[src/rtl/ones_count_arbiter.sv]
// Round-robin arbiter sharing one external 7-in/3-out ones-count datapath between two requesters.
// Optional checker compare against a second datapath is enabled by defining DUAL_CHECK_EN.
module ones_count_arbiter #(
  parameter int SETTLE_CYCLES = 4,
  parameter int CNT_W         = 4
) (
  input  logic       clk,
  input  logic       rst_n,
  input  logic       req0_i,
  input  logic [6:0] op0_i,
  input  logic       req1_i,
  input  logic [6:0] op1_i,
  output logic [6:0] dp_a_o,
  input  logic [2:0] dp_y_i,
  output logic       ack0_o,
  output logic       ack1_o,
  output logic [2:0] res_o,
  output logic       busy_o,
  output logic       gnt_o
`ifdef DUAL_CHECK_EN
  ,
  input  logic [2:0] dp_x_i,
  output logic       err_o
`endif
);

  typedef enum logic [1:0] {S_IDLE, S_WAIT, S_RESP} state_t;

  state_t           state;
  logic [CNT_W-1:0] cnt;
  logic             last;
  logic             sel;

  // On a tie the requester that was not served last wins; otherwise whoever is asking.
  always_comb begin
    sel = (req0_i && req1_i) ? ~last : req1_i;
  end

  always_ff @(posedge clk or negedge rst_n) begin
    if (!rst_n) begin
      state  <= S_IDLE;
      cnt    <= '0;
      last   <= 1'b1;
      dp_a_o <= '0;
      res_o  <= '0;
      ack0_o <= 1'b0;
      ack1_o <= 1'b0;
      busy_o <= 1'b0;
      gnt_o  <= 1'b0;
`ifdef DUAL_CHECK_EN
      err_o  <= 1'b0;
`endif
    end else begin
      case (state)
        S_IDLE: begin
          if (req0_i || req1_i) begin
            dp_a_o <= sel ? op1_i : op0_i;
            gnt_o  <= sel;
            last   <= sel;
            cnt    <= CNT_W'(SETTLE_CYCLES - 1);
            busy_o <= 1'b1;
            state  <= S_WAIT;
          end
        end
        S_WAIT: begin
          if (cnt != '0) begin
            cnt <= cnt - CNT_W'(1);
          end else begin
            res_o  <= dp_y_i;
            ack0_o <= ~gnt_o;
            ack1_o <= gnt_o;
`ifdef DUAL_CHECK_EN
            if (dp_x_i != dp_y_i) err_o <= 1'b1;
`endif
            state  <= S_RESP;
          end
        end
        S_RESP: begin
          // No accept on this edge: the requester needs a cycle to see its ack.
          ack0_o <= 1'b0;
          ack1_o <= 1'b0;
          busy_o <= 1'b0;
          state  <= S_IDLE;
        end
        default: begin
          state <= S_IDLE;
        end
      endcase
    end
  end

endmodule
[config.mk]
export PLATFORM = sky130hd
export DESIGN_NAME = ones_count_arbiter
export DESIGN_NICKNAME = d
export VERILOG_FILES = /design/src/rtl/ones_count_arbiter.sv
export SDC_FILE = /design/constraint.sdc
export NUM_CORES = 1
export LEC_CHECK = 0
export CORE_ASPECT_RATIO = 1.2
export CORE_MARGIN = 8
export CORE_UTILIZATION = 39
export CTS_CLUSTER_DIAMETER = 40
export DETAILED_ROUTE_END_ITERATION = 8
export PLACE_DENSITY = 0.82
export SLEW_MARGIN = 0
export SYNTH_ARGS = -nofsm -noshare
export SYNTH_HDL_FRONTEND = slang
export SYNTH_SLANG_ARGS = --single-unit
[constraint.sdc]
create_clock -name clk -period 1.8 [get_ports clk]
set_clock_uncertainty 0.2 [all_clocks]
set_input_delay 0.36 -clock clk [delete_from_list [all_inputs] [get_ports clk]]
set_output_delay 0.36 -clock clk [all_outputs]
set_load 0.03 [all_outputs]
==> flow_summary.rst <==
.. list-table::
   :header-rows: 1

   * - Metric
     - Value
   * - Result of the run
     - completed
   * - Fraction of layout instances using a drive strength above 1
     - between 10 and 15%
   * - Total congestion overflow
     - 0
   * - CTS Hold Bufs
     - 0
   * - Net Count, Synth
     - ~110
   * - Final weighted congestion in routability-driven placement
     - between 0.7 and 0.8
   * - Gate family responsible for the most delay along the worst path
     - flip-flops
   * - Global-route wire length before repair
     - just over 4000 µm
   * - Worst hold slack after final layout
     - approximately 170 ps
   * - Wirelength per Cell
     - around 15 µm
   * - Port buffer count
     - 34
   * - DR iter-0 viols
     - 20
   * - I/O pin total
     - 35
   * - DR pass1 iterations
     - 4
   * - Setup repair after global routing missed its margin
     - false
   * - Total placed cells including tap cells
     - approximately 150
   * - Share of power burned in the clock network
     - roughly a tenth
   * - Die H
     - 70.2 µm
   * - Highest Clock Rate
     - 581 MHz
   * - Design area
     - about 0.0014 mm²
   * - Sequential Area
     - approximately 530 µm²
   * - Post-synthesis cell area
     - 953 µm²
   * - Worst slew margin relative to its limit
     - between 70 and 80%
   * - Die Width
     - 61.1 µm
   * - All-Layer GR Usage
     - between 10% and 20%
   * - Setup Fix Bufs, Post-CTS
     - 0
   * - Time the worst path needs with I/O delays and setup
     - 1720 ps
   * - Max IR drop VDD
     - just under 1 mV
   * - Full die area
     - between 0.004 and 0.005 mm²
   * - Top post-synthesis cells by area
     - sky130_fd_sc_hd__dfrtp_1, sky130_fd_sc_hd__o21ai_0, sky130_fd_sc_hd__mux2i_1
   * - Slack of the critical path
     - 79.6 ps
   * - Stages on worst setup path
     - 1
   * - RR Endpoint
     - cnt[3]$_DFFE_PN0P_
   * - Synth Register Bits
     - 21
   * - Antenna violations before repair
     - 0
   * - Depth of the worst register-to-register path
     - 3
   * - Gate power share
     - between 50 and 60%
   * - Proportion of netlist area held by the largest area contributor
     - between 50% and 60%
   * - Post-route non-filler standard cell count
     - between 150 and 200
   * - Pin count of the biggest net entering global routing
     - 22
   * - Final antenna-violating net count
     - 0
   * - Core Region
     - around 0.0023 mm²
   * - R2R Path Start
     - state[1]$_DFFE_PN0P_
   * - Origin of the worst setup path
     - gnt_o$_DFFE_PN0P_
   * - Worst path cell trace
     - dlygate4sd2_1
   * - Antenna Diode Count
     - 0
   * - Cell internal pwr
     - roughly 0.0013 W
   * - Layout-stage area growth over the synthesis result
     - 44.5%
   * - Drt via density
     - around 5.3
   * - Switching power total
     - 0.000985 W
   * - Clock buffer count from CTS
     - 3
   * - Final layout net count
     - ~150
   * - Post-detailed-route DRC marker count
     - 0
   * - Sum of routed wire length over all layers
     - around 2300 µm
   * - Area of the multi-input gates
     - just over 400 µm²
   * - Via count
     - 829
   * - Worst-case clock buffer depth
     - 2
   * - Total cell area at the placement stage
     - approximately 0.0014 mm²
   * - DP Wirelength
     - approximately 1900 µm
   * - Synth Instances
     - 86
   * - Average size of a mapped cell
     - 11.1 µm²
   * - Number of distinct library cell variants in the gate-level netlist after synthesis
     - 31
   * - Total of max-cap violations
     - 0
   * - Area leader, netlist
     - sky130_fd_sc_hd__dfrtp_1
   * - CTS tree
     - done
   * - CP Data Arrival Time
     - between 1000 and 1500 ps
   * - Slowest Stage Delay on Critical Path
     - around 430 ps
   * - Critical-path top delay cell
     - sky130_fd_sc_hd__dfrtp_1
   * - Clock-pin slew of the registers on the worst-case setup and hold paths
     - ~130 ps
   * - Data required time of the critical path
     - approximately 1200 ps
   * - Initial core utilization
     - between 40% and 50%
   * - Endpoint kind of the worst setup timing path
     - primary output
   * - Critical path fanouts, max
     - 4
   * - Cell at the root of the clock tree
     - sky130_fd_sc_hd__clkbuf_4
   * - Fill cell instance count of the final layout
     - just over 200
   * - Post-synthesis sequential area ratio
     - a little under three fifths
   * - Transition time at the pin with the least slew margin
     - 316 ps
   * - Type of the worst setup path
     - flip-flop to primary output
   * - Place WS
     - -24.5 ps
   * - Startpoint types
     - flip-flop
   * - Leakage power
     - 0.645 nW
   * - CP bufs+invs
     - 1
   * - Final setup violation count
     - 0
   * - Clock Latency Late Sink
     - roughly 310 ps
   * - Sink count of the clock tree
     - 21
   * - Via count of the first global-routing pass
     - 950
   * - Setup slack, reg-to-reg
     - 80 ps
   * - Number of hold violations in the final report
     - 0
   * - Type of the most critical hold path
     - input pin to async pin
   * - Floorplan row count
     - 19
   * - Max Slew Vio Count
     - 0
   * - Yosys warning count
     - 0
   * - Termination of the worst setup path
     - gnt_o
   * - Switching Share
     - a little over two fifths
   * - Ratio of final minimum period to clock period
     - a little over nine tenths
   * - Maximum level of the CTS H-tree
     - 1
   * - Sequential group share of total power
     - ~37%
   * - Power per standard cell area
     - 1630 mW/mm²
-- routing by layer --
layer / part of all wire (%) / up-vias / track usage, %
li1: - / 391 / -
met1: 42 / 406 / 13.1
met2: 51 / 28 / 20.0
met3: 5.1 / 4 / 3.85
met4: 1.1 / 0 / 4.68
met5: 0 / - / 0
-- per-stage QoR --
step / power (W) / utilization [%] / TNS (ps)
2_1_floorplan: 0.00159 / - / 0
3_3_place_gp: 0.00207 / 58.9 / 0
3_5_place_dp: 0.00213 / 58.9 / -54.6
4_1_cts: 0.00225 / 59.4 / 0
5_1_grt: 0.00239 / 59.7 / 0
6_report: 0.00224 / 59.7 / 0
-- power groups by stage --
stage / Sequential [W] / Clock (W) / Combinational, W
2_1_floorplan: 0.00112 / 0 / 0.000470
4_1_cts: 0.000834 / 0.000239 / 0.00118
3_3_place_gp: 0.000835 / 0 / 0.00124
6_report: 0.000838 / 0.000233 / 0.00117
3_5_place_dp: 0.000847 / 0 / 0.00128
5_1_grt: 0.000868 / 0.000259 / 0.00127
-- registers in the layout, indices dropped and copies added, names as in the netlist --
name and count:
dp_a_o 7, gnt_o 1, cnt 4, last 1, state 2, ack0_o 1, busy_o 1, res_o 3
ack1_o 1
-- logic make-up (layout without fill, tap and decap cells) --
group / after synthesis / after routing / share of synthesized area, %
fa+ha+maj: 1 / 1 / 1.31
buf+inv: 7 / 47 / 2.89
simple gates: 19 / 19 / 11.8
mux: 11 / 11 / 12.1
flops: 21 / 21 / 55.2
compound gates: 27 / 27 / 16.7
-- synthesized netlist by cell type --
cell,count
sky130_fd_sc_hd__dfrtp_1,20
sky130_fd_sc_hd__o21ai_0,17
sky130_fd_sc_hd__mux2i_1,7
sky130_fd_sc_hd__nand2_1,5
sky130_fd_sc_hd__inv_1,4
sky130_fd_sc_hd__mux2_2,4
sky130_fd_sc_hd__a31oi_1,2
sky130_fd_sc_hd__clkbuf_1,2
sky130_fd_sc_hd__nor2_1,2
sky130_fd_sc_hd__o211ai_1,2
sky130_fd_sc_hd__a21bo_2,1
sky130_fd_sc_hd__a21boi_0,1
sky130_fd_sc_hd__a21oi_1,1
sky130_fd_sc_hd__a31o_1,1
sky130_fd_sc_hd__and2b_1,1
sky130_fd_sc_hd__and3_1,1
sky130_fd_sc_hd__buf_2,1
sky130_fd_sc_hd__dfstp_2,1
sky130_fd_sc_hd__ha_1,1
sky130_fd_sc_hd__nand2b_1,1
sky130_fd_sc_hd__nand3_1,1
sky130_fd_sc_hd__nand4b_1,1
sky130_fd_sc_hd__nor3b_1,1
sky130_fd_sc_hd__nor4_1,1
sky130_fd_sc_hd__o22ai_1,1
sky130_fd_sc_hd__o2bb2ai_1,1
sky130_fd_sc_hd__or2_0,1
sky130_fd_sc_hd__or2_2,1
sky130_fd_sc_hd__or2b_1,1
sky130_fd_sc_hd__or3b_2,1
sky130_fd_sc_hd__or4b_1,1
-- area by class of cell --
cell class	instances	area share, %
clock inverters	1	0.545
repair buffers	39	26.2
clock buffers	3	1.63
flip-flops and latches	21	38.2
inverters	4	1.09
well taps	31	2.82
multi-input cells	58	29.5
-- how the worst min path moves through the flow --
stage	cells past startpoint	endpoint	slack (ps)
3_3_place_gp	2	busy_o$_DFFE_PN0P_	270
6_report	2	dp_a_o[5]$_DFFE_PN0P_	170
3_5_place_dp	2	busy_o$_DFFE_PN0P_	280
2_1_floorplan	0	ack0_o$_DFFE_PN0P_	-140
5_1_grt	2	dp_a_o[5]$_DFFE_PN0P_	170
4_1_cts	2	dp_a_o[5]$_DFFE_PN0P_	170
-- repair_timing --
action                     in CTS  in global routing
resized for setup              14                  2
setup endpoints to repair      14                  6
hold endpoints to repair        0                  0
-- cell usage in the layout (no fill, tap or decap), drive strengths merged, types with 2 or more instances in the layout --
cell and instances:
nor2 2, or2 2, o21ai 17, dfrtp 20, buf 5, nand2 5, dlygate4sd2 14, clkdlybuf4s50 20
o211ai 2, mux2i 7, a31oi 2, clkbuf 3, mux2 4, inv 4
No activity file was read; power rests on OpenSTA's default activity.
